`config.mk`:
```
export PLATFORM = sky130hd
export DESIGN_NAME = dump_window_ctrl
export DESIGN_NICKNAME = d
export VERILOG_FILES = /design/src/rtl/dump_window_ctrl.sv
export SDC_FILE = /design/constraint.sdc
export NUM_CORES = 1
export LEC_CHECK = 0
export ABC_AREA = 1
export BUFFER_PORTS_ARGS = -buffer_cell sky130_fd_sc_hd__buf_2
export CORE_MARGIN = 3
export CORE_UTILIZATION = 43
export DETAILED_ROUTE_END_ITERATION = 16
export GPL_ROUTABILITY_DRIVEN = 0
export PLACE_DENSITY = 0.82
export SLEW_MARGIN = 0
export SYNTH_ARGS = -nofsm -noshare
export SYNTH_HDL_FRONTEND = slang
export SYNTH_SLANG_ARGS = --single-unit
```
`constraint.sdc`:
```
create_clock -name clk -period 4.2 [get_ports clk]
set_clock_uncertainty 0.1 [all_clocks]
set_input_delay 0.42 -clock clk [delete_from_list [all_inputs] [get_ports clk]]
set_output_delay 0.42 -clock clk [all_outputs]
set_load 0.01 [all_outputs]
```
`src/rtl/dump_window_ctrl.sv`:
```
// -----------------------------------------------------------------------------
// dump_window_ctrl
//
// Watches the retirement stream of a core under test and decides when the
// surrounding bench should record waveforms. A window opens after a chosen
// commit index, optionally closes after a fixed number of dumped commits, and
// is forced shut by a halt idiom or by a commit stall. Sticky error flags and a
// running commit count are exported for the bench to inspect.
//
// Parameters
//   START_COMMIT : zero-based commit index that opens the dump window
//   DUMP_LEN     : commits dumped before the window closes (0 = unbounded)
//   TIMEOUT      : consecutive commit-less cycles that raise timeout_err
//
// Ports
//   clk             in   sole clock, rising edge
//   rst             in   asynchronous, active-high reset
//   commit_valid    in   one instruction retires this cycle
//   commit_order    in   [63:0] retirement sequence number
//   commit_insn     in   [31:0] instruction encoding
//   commit_pc_rdata in   [31:0] PC of the retiring instruction
//   commit_pc_wdata in   [31:0] next PC after the retiring instruction
//   dump_on         out  waveform dump enable (registered)
//   halt            out  sticky, halt idiom retired
//   timeout_err     out  sticky, commit stall reached TIMEOUT
//   order_err       out  sticky, commit_order out of sequence
//   commit_count    out  [63:0] commits accepted since reset
// -----------------------------------------------------------------------------
module dump_window_ctrl #(
  parameter logic [63:0] START_COMMIT = 64'd0,
  parameter logic [63:0] DUMP_LEN     = 64'd0,
  parameter int unsigned TIMEOUT      = 10000
) (
  input  logic        clk,
  input  logic        rst,
  input  logic        commit_valid,
  input  logic [63:0] commit_order,
  input  logic [31:0] commit_insn,
  input  logic [31:0] commit_pc_rdata,
  input  logic [31:0] commit_pc_wdata,
  output logic        dump_on,
  output logic        halt,
  output logic        timeout_err,
  output logic        order_err,
  output logic [63:0] commit_count
);

  typedef enum logic [1:0] {
    IDLE    = 2'd0,
    DUMPING = 2'd1,
    DONE    = 2'd2
  } state_t;

  // With START_COMMIT==0 the window is already open out of reset.
  localparam state_t      RST_STATE  = (START_COMMIT == 64'd0) ? DUMPING : IDLE;
  localparam logic        RST_DUMP   = (START_COMMIT == 64'd0);
  // "beq x0,x0,0": a branch to itself, the conventional end-of-test idiom.
  localparam logic [31:0] HALT_INSN  = 32'h0000_0063;
  localparam logic [31:0] STALL_LIM  = TIMEOUT;

  state_t      state;
  state_t      state_nxt;
  logic        dump_on_nxt;

  logic [63:0] dump_cnt;
  logic [31:0] stall;
  logic [31:0] stall_nxt;

  logic        halt_det;
  logic        order_bad;
  logic        timeout_hit;
  logic        len_hit;
  logic        start_hit;

  // ---------------------------------------------------------------------------
  // Event decode for the current cycle
  // ---------------------------------------------------------------------------
  assign halt_det  = commit_valid && (commit_insn == HALT_INSN) &&
                     (commit_pc_rdata == commit_pc_wdata);

  // The expected order is the pre-increment commit count.
  assign order_bad = commit_valid && (commit_order != commit_count);

  // Stall counter: frozen after halt, cleared by any commit, otherwise counts
  // up and saturates at the limit.
  always_comb begin
    stall_nxt = stall;
    if (!halt) begin
      if (commit_valid)
        stall_nxt = '0;
      else if (stall < STALL_LIM)
        stall_nxt = stall + 32'd1;
    end
  end

  // Fires on the edge at which the stall count reaches the limit. A commit in
  // the same cycle (including a halting one) always clears the stall, so it
  // can never coincide with a halt detection.
  assign timeout_hit = !halt && !commit_valid && (stall_nxt == STALL_LIM);

  // Window close uses the registered dump count, so the commit that brings the
  // count to DUMP_LEN is itself still inside the window.
  assign len_hit   = (DUMP_LEN != 64'd0) && (state == DUMPING) &&
                     (dump_cnt == DUMP_LEN);

  // The opening commit is seen while still IDLE and is therefore not dumped.
  assign start_hit = (state == IDLE) && commit_valid &&
                     (commit_count == START_COMMIT);

  // ---------------------------------------------------------------------------
  // FSM: state register (dump_on registered alongside the state)
  // ---------------------------------------------------------------------------
  always_ff @(posedge clk or posedge rst) begin
    if (rst) begin
      state   <= RST_STATE;
      dump_on <= RST_DUMP;
    end else begin
      state   <= state_nxt;
      dump_on <= dump_on_nxt;
    end
  end

  // ---------------------------------------------------------------------------
  // FSM: next state. Priority halt > timeout > length close > open.
  // ---------------------------------------------------------------------------
  always_comb begin
    state_nxt = state;
    if (halt_det || timeout_hit) begin
      state_nxt = DONE;
    end else begin
      case (state)
        IDLE:    if (start_hit) state_nxt = DUMPING;
        DUMPING: if (len_hit)   state_nxt = DONE;
        DONE:    state_nxt = DONE;
        default: state_nxt = DONE;
      endcase
    end
  end

  // ---------------------------------------------------------------------------
  // FSM: output decode. Computed from the next state so the registered
  // dump_on tracks the state register exactly.
  // ---------------------------------------------------------------------------
  always_comb begin
    dump_on_nxt = (state_nxt == DUMPING);
  end

  // ---------------------------------------------------------------------------
  // Counters and sticky flags
  // ---------------------------------------------------------------------------
  always_ff @(posedge clk or posedge rst) begin
    if (rst) begin
      commit_count <= '0;
      stall        <= '0;
      halt         <= 1'b0;
      timeout_err  <= 1'b0;
      order_err    <= 1'b0;
    end else begin
      if (commit_valid)
        commit_count <= commit_count + 64'd1;
      stall       <= stall_nxt;
      halt        <= halt | halt_det;
      timeout_err <= timeout_err | timeout_hit;
      order_err   <= order_err | order_bad;
    end
  end

  // Dumped-commit count: restarts on each entry into the window and counts
  // commits retired while the window is open.
  always_ff @(posedge clk or posedge rst) begin
    if (rst) begin
      dump_cnt <= '0;
    end else if ((state != DUMPING) && (state_nxt == DUMPING)) begin
      dump_cnt <= '0;
    end else if ((state == DUMPING) && commit_valid) begin
      dump_cnt <= dump_cnt + 64'd1;
    end
  end

endmodule
```
Yosys cells after proc, flatten, opt, wreduce, memory -nomap -nowiden

Index checks and enable logic that the tools add are counted.

Add/sub/neg operators: 2
Magnitude comparators: 1
Equality and inequality tests: 6
Mux-type cells: 6
Bitwise operators: 3
Reductions and logical operators: 12

Operator list:

| kind                  | count |
|---|---|
| $mux 32               | 3 |
| $add 64x1->64 const B | 1 |
| $logic_not 64->1      | 1 |
| $ne 64x64->1          | 1 |
| $add 32x1->32 const B | 1 |
| $eq 32x14->1 const B  | 1 |
| $eq 32x32->1          | 1 |
| $eq 32x7->1 const B   | 1 |
| $lt 32x14->1 const B  | 1 |
| $logic_and 1x1->1     | 7 |
| $eq 2x1->1 const B    | 2 |
| $mux 2                | 2 |
| $pmux 2 s2            | 1 |
| $or 1x1->1            | 3 |
| $logic_not 1->1       | 2 |
| $logic_not 2->1       | 1 |
| $logic_or 1x1->1      | 1 |

Register bits after elaboration: 102
Input port bits: 163
Output and inout bits: 68
Word-level logic and storage cells: 37

Logic depth before layout (Yosys ltp)

Gate-level depths: netlist of the first run.

Depth after elaboration: 9
Gate-level depth with buffers: 17
Gate-level depth less buffers: 17

Worst setup path after synthesis of the first run

OpenSTA, ideal clock, no wires.

Path type: reg-to-reg
Start: reg commit_count[0]
End: reg commit_count[50]
Setup time: 0.123 ns
Data arrival time: 1.838 ns
Required time: 3.977 ns
Path slack: 2.139 ns
Cell stages (with the launch flop): 10
Path buffers: 0
Clock period less this slack: 2.061 ns
Path through: dfrtp_1 ha_1 nand2_1 nor2_2 nand2_1 nor3_4 nand3_1 nor2_1 nand2_1 xor2_1

Longest elaborated chain between the ends: 1

RTL lines:

| element                | RTL line | text |
|---|---|---|
| from (decl)            | 45       | `output logic [63:0] commit_count` |
| from (signal assigned) | 160      | `commit_count <= commit_count + 64'd1;` |
| $add 64x1->64          | 160      |  |

No other way between the ends.
A chain may end at the register's enable or synchronous reset.

Final worst setup path of the first run

Start: reg commit_count[0]
End: reg commit_count[58]

The elaborated chain is that of the path after synthesis.

==> flow_summary.toml, run 1 <==
[status]
status = "finished clean"

[finish]
postLayoutCoreUtil_pct = 55.08
insertedDiodeCount = 0
syn_to_final_growth_pct = 24.94
drive_gt1_share_pct = 27.36
layout.nets = 1250
fillCellCount = 1418

[floorplanning]
die_w_um = 131.1
ios = 231
fp-row-count = 45
die_h_um = 131.1
fp.coreArea_sq_mm = 0.01526
start_util_pct = 44.08
die_area_sq_mm = 0.01718

[synth]
syn-instance-count = 857
synth_ff_type = "dfrtp_1"
synth-edff-count = 0
syn_area_per_cell_sq_um = 7.849
yosys_register_bits = 102
syn-num-nets = 1023
syn_area_sq_mm = 0.006726
ys_seq_area_share_pct = 37.98
yosysWarnings = 0
synth.distinct_cells = 49
synthArstFlopShare_pct = 100.0

[grt]
grt_first_pass_wirelength_um = 33870
grt_pass1_vias = 6616
grtUsageTotal_pct = 25.85
grt_max_degree = 80
grt_remaining_overflow = 0
antenna_found_initial = 0

[timing]
setup_violations = 0
fin_crit_sh_pct = 60.33
slew-limit-headroom_pct = 34.94
final-hold-violation-count = 0
worst_pin_slew_ns = 0.9760
rsz0062_at_grt = "false"
fin_tns_setup_ns = 0
fmax_mhz = 394.6
fin_crit_ns = 2.534
holdWs_ns = 0.1865
slew_viol_final = 0

[worst_setup_path]
end_kind = "register"
crit_type = "reg2reg"
worst-path-max-fanout = 7
reg2reg_slack_ns = 1.67
critPathLaunchType = "register"
required_ns = 4.34
crit_arrival_ns = 2.68

[drt]
drtIter0Drc = 678
ant_nets = 0
post_drt_via_cell_ratio = 5.343
vias = 6946
route.final.wire_length_um = 22190
drc = 0
wl_per_cell_um = 17.07
drt-pass1-iter-count = 5

[clock_tree]
htreeDepth = 3
cts_setup_buffers = 0
cts_sinks = 102
cts_tree = "done"
numCtsBuffers = 9
ctsHoldBuffers = 0
clock_latency_ns = 0.36
root_buffer = "clkbuf_16"
cts_resized = 0
cts_buffer_depth = 2
path_clk_slew_ns = 0.08

[power_and_ir_drop]
vdd_drop_max_uv = 283.7
p_leak_uw = 0.004335
switching_power_uw = 691.0
powerDensity_mw_per_mm2 = 282.9
sw_frac_of_total_pct = 29.07
seq_power_share_pct = 47.0
pwr-share-clk_pct = 37.5
p_total_uw = 2377
pwr-share-comb_pct = 15.5
p_int_uw = 1686

[run]
maxCapViolations = 0

[placement]
io_buffers = 230
dpl.hpwl_um = 17910

[min_path]
hp-class = "in2async"
[placed cells by master, fill, tap and decap left out, drive strengths merged, types with 4 or more instances in the layout]
master / n
a211oi: 4
a21oi: 6
a221oi: 4
buf: 232
clkbuf: 11
dfrtp: 100
inv: 144
nand2: 137
nand3: 43
nand3b: 4
nand4: 42
nor2: 114
nor3: 33
nor4: 45
o21ai: 5
o22ai: 9
or2: 5
xnor2: 7
xor2: 121
[per-stage QoR]
stage | std cells | cell area, sq um | worst slack, ns
6_report | 1300 | 8404 | 1.666
5_1_grt | 1300 | 8404 | 1.498
4_1_cts | 1300 | 8404 | 1.708
3_5_place_dp | 1284 | 8085 | 1.708
3_3_place_gp | 1284 | 8085 | 1.755
2_1_floorplan | 857 | 6726 | 1.008
[kinds of logic (layout without fill, tap and decap cells)]
group,count (synthesis),count (layout),share of synthesized area (%)
AOI/OAI and AO/OA,33,33,3.330
adders and majority gates,3,3,0.5581
xor gates and xnor gates,128,128,16.67
DFF,102,102,37.98
and+or+nand+nor,431,431,32.33
buffers and inverters,160,392,9.133
[sequential cells by signal, indices dropped and copies added (netlist names)]
signal	count
state	2
stall	32
dump_on	1
halt	1
commit_count	64
order_err	1
timeout_err	1
[critical path, cell delays in order, from the launching register on]
cell and delay, ns:
dfrtp_1 0.49, ha_1 0.21, nand2_1 0.10, nor2_2 0.16, nand2_1 0.17, nor3_4 0.40, nand3_1 0.20, nor2_1 0.30
nand2_1 0.13, xor2_1 0.16
[layer usage]
layer	vias to the layer above	wire length, um	GRT usage [%]
met5	-	0	0
met4	0	925	12.16
met3	61	2087	5.592
met2	394	10340	41.43
met1	3256	8833	33.40
li1	3235	-	-
[Yosys cell counts, drive strengths merged (4+ instances only)]
| master | n | area share [%] |
|---|---|---|
| a21oi | 6 | 0.50 |
| nand4 | 42 | 4.1 |
| a211oi | 4 | 0.45 |
| nand3 | 43 | 3.5 |
| xor2 | 121 | 16 |
| xnor2 | 7 | 0.91 |
| inv | 143 | 8.0 |
| a221oi | 4 | 0.52 |
| clkbuf | 7 | 0.41 |
| buf | 9 | 0.69 |
| nor2 | 114 | 7.5 |
| nand3b | 4 | 0.63 |
| nor4 | 45 | 4.3 |
| o21ai | 5 | 0.37 |
| nand2 | 137 | 7.7 |
| dfrtp | 100 | 37 |
| nor3 | 33 | 3.0 |
| o22ai | 9 | 0.84 |
| or2 | 5 | 0.47 |
[power groups by stage]
stage	clock [uW]	combinational [uW]	sequential, uW
6_report	891	369	1120
5_1_grt	947	412	1120
4_1_cts	903	372	1110
3_5_place_dp	0	370	1130
3_3_place_gp	0	360	1130
2_1_floorplan	0	206	1100
[final timing paths]
check                                            start                      endpoint  depth (start not counted)
max in group asynchronous                          rst  commit_count[36]$_DFFE_PP0P_                          3
min                                                rst  commit_count[21]$_DFFE_PP0P_                          2
min in group clk                          commit_valid   commit_count[1]$_DFFE_PP0P_                          3
min reg2reg                      timeout_err$_DFF_PP0_         timeout_err$_DFF_PP0_                          2
max reg2reg                commit_count[0]$_DFFE_PP0P_  commit_count[58]$_DFFE_PP0P_                          9
max                        commit_count[0]$_DFFE_PP0P_  commit_count[58]$_DFFE_PP0P_                          9
[cell type report]
cell class / instances / area [sq um] / area share [%]
clock buffer: 11 / 252.7 / 3.007
clock inverter: 5 / 66.31 / 0.7890
inverter: 144 / 543.0 / 6.461
multi-input combinational: 595 / 3557 / 42.33
sequential: 102 / 2555 / 30.40
tap: 211 / 264.0 / 3.141
timing repair buffer: 232 / 1166 / 13.88
Power figures use the tool's default switching activity.
==> inputs of run 2 (changes only) <==
==> constraint.sdc (replaced) <==
create_clock -name clk -period 2.4 [get_ports clk]
set_clock_uncertainty 0.1 [all_clocks]
set_input_delay 0.24 -clock clk [delete_from_list [all_inputs] [get_ports clk]]
set_output_delay 0.24 -clock clk [all_outputs]
set_load 0.01 [all_outputs]
==> flow_summary.toml, run 2 (synthesis results as in run 1) <==
[timing]
setup_violations = 0
setup_ws_ns = 0.1377
slew_viol_final = 0
fin_tns_setup_ns = 0
fin_crit_sh_pct = 94.26
slew-limit-headroom_pct = 54.70
final-hold-violation-count = 0
worst_pin_slew_ns = 0.6733
fin_crit_ns = 2.262
fmax_mhz = 442.0

[worst_setup_path]
crit_arrival_ns = 2.41
rr_endpoint = "commit_count[60]$_DFFE_PP0P_"
cp_cell_sequence = "nand2_1, nor2_4, nor3b_4, inv_2, nor2_2, nand2_1, nor2_4, nand4_2, nor2_2, nand4_1, xor2_1"
cp.depth = 11
cp_slowest_cell = "dfrtp_1"
cp-endpoint = "commit_count[60]$_DFFE_PP0P_"
worstPathBufferInverterCount = 1
worst-path-max-fanout = 4
critPathLaunchType = "register"
crit_path_start = "commit_count[16]$_DFFE_PP0P_"
crit_type = "reg2reg"
critical_path.top_delay_family = "simple AND/OR/NAND/NOR gates"
rr_startpoint = "commit_count[16]$_DFFE_PP0P_"
critPathMaxStageDelay_ns = 0.41
end_kind = "register"
rr_worst_depth = 11
required_ns = 2.55
reg2reg_slack_ns = 0.14

[drt]
ant_nets = 0
drtIter0Drc = 741
post_drt_via_cell_ratio = 5.354
wl_per_cell_um = 17.21
vias = 7175
drc = 0
drt-pass1-iter-count = 5
route.final.wire_length_um = 23070

[grt]
grt_pass1_vias = 6731
grt_first_pass_wirelength_um = 34340
antenna_found_initial = 0
grt_use_met3_pct = 4.417
grt_remaining_overflow = 0
busiest_layer = "met2"
grt_max_degree = 48
grt_use_met2_pct = 42.71
grtUsageMet1_pct = 33.94
grtUsageTotal_pct = 26.12

[placement]
dpl.hpwl_um = 18600
io_buffers = 230
pre_cts_ws_ns = 0.01588
placed_area_sq_mm = 0.008387

[clock_tree]
path_clk_slew_ns = 0.08
cts_tree = "done"
root_buffer = "clkbuf_16"
numCtsBuffers = 9
cts_buffer_depth = 2
htreeDepth = 3
cts_sinks = 102
clock_latency_ns = 0.36

[power_and_ir_drop]
sw_frac_of_total_pct = 29.91
pwr-share-comb_pct = 18.1
switching_power_uw = 1257
p_int_uw = 2946
powerDensity_mw_per_mm2 = 475.8
seq_power_share_pct = 45.3
vdd_drop_max_uv = 373.2
pwr-share-clk_pct = 36.6
p_leak_uw = 0.004562

[floorplanning]
fp-row-count = 45
fp.coreArea_sq_mm = 0.01526
die_w_um = 131.1
ios = 231
die_h_um = 131.1
start_util_pct = 44.08
die_area_sq_mm = 0.01718

[finish]
insertedDiodeCount = 0
ff_latch_area_sq_mm = 0.002562
layout.nets = 1290
final_common_cell = "buf_2"
final_cell_mix = "230 x buf_2, 134 x inv_1, 132 x nand2_1, 121 x xor2_1, 94 x dfrtp_1"
drive_gt1_share_pct = 31.71
syn_to_final_growth_pct = 31.32
regMostFlops = "commit_count"
largest_reg_flops = 64
multi_input_area_sq_mm = 0.003633
fillCellCount = 1359
largest_registers = "commit_count (64), stall (32), state (2)"
final_cell_area_sq_mm = 0.008833

[min_path]
hp-class = "in2reg"

[status]
status = "finished clean"

[run]
maxCapViolations = 0
run 2: cell count changes in the layout (fill, tap and decap cells not counted), sizes merged:
cell,change
buf,+38
clkbuf,-1
clkinvlp,+1
dlygate4sd3,+1
inv,+1
run 2: how the worst min path moves through the flow:
stage | start | cells past startpoint | end | slack [ns]
after floorplan | state[1]$_DFF_PP0_ | 1 | state[1]$_DFF_PP0_ | 0.36
after global placement | rst | 2 | order_err$_DFF_PP0_ | 0.24
after detailed placement | rst | 2 | order_err$_DFF_PP0_ | 0.24
after CTS | commit_valid | 3 | commit_count[14]$_DFFE_PP0P_ | 0.14
after global routing | commit_valid | 3 | commit_count[14]$_DFFE_PP0P_ | 0.17
final | commit_valid | 3 | commit_count[14]$_DFFE_PP0P_ | 0.15
run 2: cell type report:
type                       count  area share [%]
clock inverter                 7          0.9065
tap                          211           2.989
timing repair buffer         272           17.25
sequential                   102           29.01
inverter                     144           6.161
clock buffer                   9           2.550
multi-input combinational    595           41.13
run 2: worst min-delay path: stages:
cell     delay [ns]
buf_2          0.14
nand2_1        0.10
o22ai_1        0.09
run 2: per-layer routing:
layer / routed length, um / vias to the layer above
met3: 2240 / 85
met4: 1033 / 0
met5: 0 / -
met1: 9056 / 3332
li1: - / 3314
met2: 10740 / 444
run 2: timing repair:
action                     4_1_cts  5_1_grt
pin swaps                        0        5
gates cloned                     0        1
hold buffers                     1        0
setup buffers                    0        3
setup endpoints to repair        1       12
resized for setup                1       24
hold endpoints to repair        22        0
run 2: power groups by stage:
stage	logic, uW	clock network, uW	registers (uW)
global placement	727	0	1930
detailed placement	737	0	1930
global route	830	1610	1920
finish	761	1540	1910
CTS	759	1560	1900
floorplan	361	0	1930
run 2: through the flow:
| stage | power (uW) | hold slack, ns | utilization, % | instances |
|---|---|---|---|---|
| 5_1_grt | 4354 | 0.1723 | 57.89 | 1340 |
| 3_5_place_dp | 2669 | 0.2371 | 54.97 | 1319 |
| 6_report | 4203 | 0.1500 | 57.89 | 1340 |
| 4_1_cts | 4214 | 0.1382 | 57.04 | 1336 |
| 3_3_place_gp | 2655 | 0.2414 | 54.97 | 1319 |
| 2_1_floorplan | 2287 | 0.3627 | - | 857 |
==> inputs of run 3 (changes only) <==
--- a/config.mk
+++ b/config.mk
@@ -9,6 +9,7 @@
 export BUFFER_PORTS_ARGS = -buffer_cell sky130_fd_sc_hd__buf_2
 export CORE_MARGIN = 3
 export CORE_UTILIZATION = 43
+export CTS_BUF_LIST = sky130_fd_sc_hd__clkbuf_16
 export DETAILED_ROUTE_END_ITERATION = 16
 export GPL_ROUTABILITY_DRIVEN = 0
 export PLACE_DENSITY = 0.82
==> constraint.sdc (replaced) <==
create_clock -name clk -period 2.4 [get_ports clk]
set_clock_uncertainty 0.1 [all_clocks]
set_input_delay 0.24 -clock clk [delete_from_list [all_inputs] [get_ports clk]]
set_output_delay 0.24 -clock clk [all_outputs]
set_load 0.05 [all_outputs]
==> flow_summary.toml, run 3 (synthesis results as in run 1) <==
[timing]
holdWs_ns = 0.1725
fin_crit_sh_pct = 96.02
setup_violations = 0
fin_crit_ns = 2.304
fmax_mhz = 433.9
worst_pin_slew_ns = 0.6583
slew_viol_final = 0
setup_ws_ns = 0.09550
final-hold-violation-count = 0
slew-limit-headroom_pct = 55.71

[worst_setup_path]
required_ns = 2.55
rr_startpoint = "commit_count[21]$_DFFE_PP0P_"
reg2reg_slack_ns = 0.1
crit_type = "reg2reg"
worst-path-max-fanout = 7
rr_worst_depth = 10
crit_arrival_ns = 2.45
end_kind = "register"
rr_endpoint = "commit_count[61]$_DFFE_PP0P_"
critPathLaunchType = "register"

[min_path]
whs_path_depth = 3
holdPathEnd = "commit_count[14]$_DFFE_PP0P_"
min_from = "commit_valid"
hp-class = "in2reg"

[drt]
drtIter0Drc = 698
drc = 0
post_drt_via_cell_ratio = 5.267
top_layer_used = "met4"
ant_nets = 0
drt-pass1-iter-count = 7
route.final.wire_length_um = 22700
wl_met2_um = 10720
wl_per_cell_um = 16.82
wl_met3_um = 2182
wirelength_met1_um = 8920
vias = 7110

[floorplanning]
start_util_pct = 44.08
die_w_um = 131.1
die_h_um = 131.1
die_area_sq_mm = 0.01718
fp.coreArea_sq_mm = 0.01526
ios = 231
fp-row-count = 45

[power_and_ir_drop]
p_leak_uw = 0.004615
sw_frac_of_total_pct = 31.46
pwr-share-comb_pct = 21.9
pwr-share-clk_pct = 36.1
switching_power_uw = 1413
powerDensity_mw_per_mm2 = 503.5
vdd_drop_max_uv = 434.4
seq_power_share_pct = 42.1
p_int_uw = 3078
p_total_uw = 4491

[run]
maxCapViolations = 0

[finish]
regMostFlops = "commit_count"
insertedDiodeCount = 0
drive_gt1_share_pct = 32.31
layout.nets = 1300
final_cell_mix = "230 x buf_2, 134 x inv_1, 133 x nand2_1, 121 x xor2_1, 93 x nor2_1"
ff_latch_area_sq_mm = 0.002567
final_cell_area_sq_mm = 0.008919
largest_reg_flops = 64
final_common_cell = "buf_2"
largest_registers = "commit_count (64), stall (32), state (2)"
fillCellCount = 1331
multi_input_area_sq_mm = 0.003621
syn_to_final_growth_pct = 32.59

[clock_tree]
cts_tree = "done"
cts_sinks = 102
cts_buffer_depth = 2
htreeDepth = 3
root_buffer = "clkbuf_16"
numCtsBuffers = 9
path_clk_slew_ns = 0.08
clock_latency_ns = 0.36

[placement]
pre_cts_ws_ns = 0.04743
io_buffers = 230
placed_area_sq_mm = 0.008394
dpl.hpwl_um = 18220

[grt]
grt_pass1_vias = 6639
grt_first_pass_wirelength_um = 34200
grt_remaining_overflow = 0
antenna_found_initial = 0
grtUsageTotal_pct = 25.86
grt_max_degree = 48

[status]
status = "finished clean"
[run 3: worst max path at each step]
stage	startpoint	to
after floorplan	commit_count[0]$_DFFE_PP0P_	commit_count[50]$_DFFE_PP0P_
after global placement	commit_count[8]$_DFFE_PP0P_	commit_count[62]$_DFFE_PP0P_
after detailed placement	commit_count[8]$_DFFE_PP0P_	commit_count[62]$_DFFE_PP0P_
after CTS	commit_count[47]$_DFFE_PP0P_	commit_count[61]$_DFFE_PP0P_
after global routing	commit_count[20]$_DFFE_PP0P_	commit_count[61]$_DFFE_PP0P_
final	commit_count[21]$_DFFE_PP0P_	commit_count[61]$_DFFE_PP0P_
[run 3: stage by stage]
stage	util, %	setup TNS (ns)	cells
4_1_cts	57.20	0	1337
3_3_place_gp	55.01	0	1320
6_report	58.45	0	1350
5_1_grt	58.45	-0.07497	1350
2_1_floorplan	-	0	857
3_5_place_dp	55.01	0	1320
[run 3: layout make-up]
class,count,area share (%)
Timing Repair Buffer,282,17.93
Clock buffer,9,2.525
Clock inverter,7,1.094
Tap cell,211,2.960
Sequential cell,102,28.79
Inverter,144,6.103
Multi-Input combinational cell,595,40.60
[run 3: power groups by stage]
stage               registers (uW)  clock network (uW)  logic, uW
floorplan                     2090                   0        361
global placement              1920                   0        915
detailed placement            1920                   0        931
CTS                           1890                1630        939
global route                  1900                1700       1060
finish                        1890                1620        982
[run 3: timing repair]
action	in CTS	in global routing
buffers inserted	0	12
endpoints found under the setup margin	0	14
gates resized for setup	0	26
endpoints found under the hold margin	22	0
hold buffers	1	0
[run 3: worst max-delay path, stage by stage (launching register included)]
cell	delay, ns
dfrtp_1	0.40
buf_4	0.19
nand2_1	0.10
nor2_2	0.17
nand3_1	0.16
nor4_4	0.41
nand4_1	0.20
nor2_2	0.19
nand2_1	0.08
xor2_1	0.16
inv_1	0.05
[run 3: layer usage]
| metal | vias to the layer above | GRT usage [%] |
|---|---|---|
| met4 | 0 | 10.47 |
| met2 | 415 | 41.85 |
| li1 | 3337 | - |
| met1 | 3284 | 34.23 |
| met5 | - | 0 |
| met3 | 74 | 4.862 |
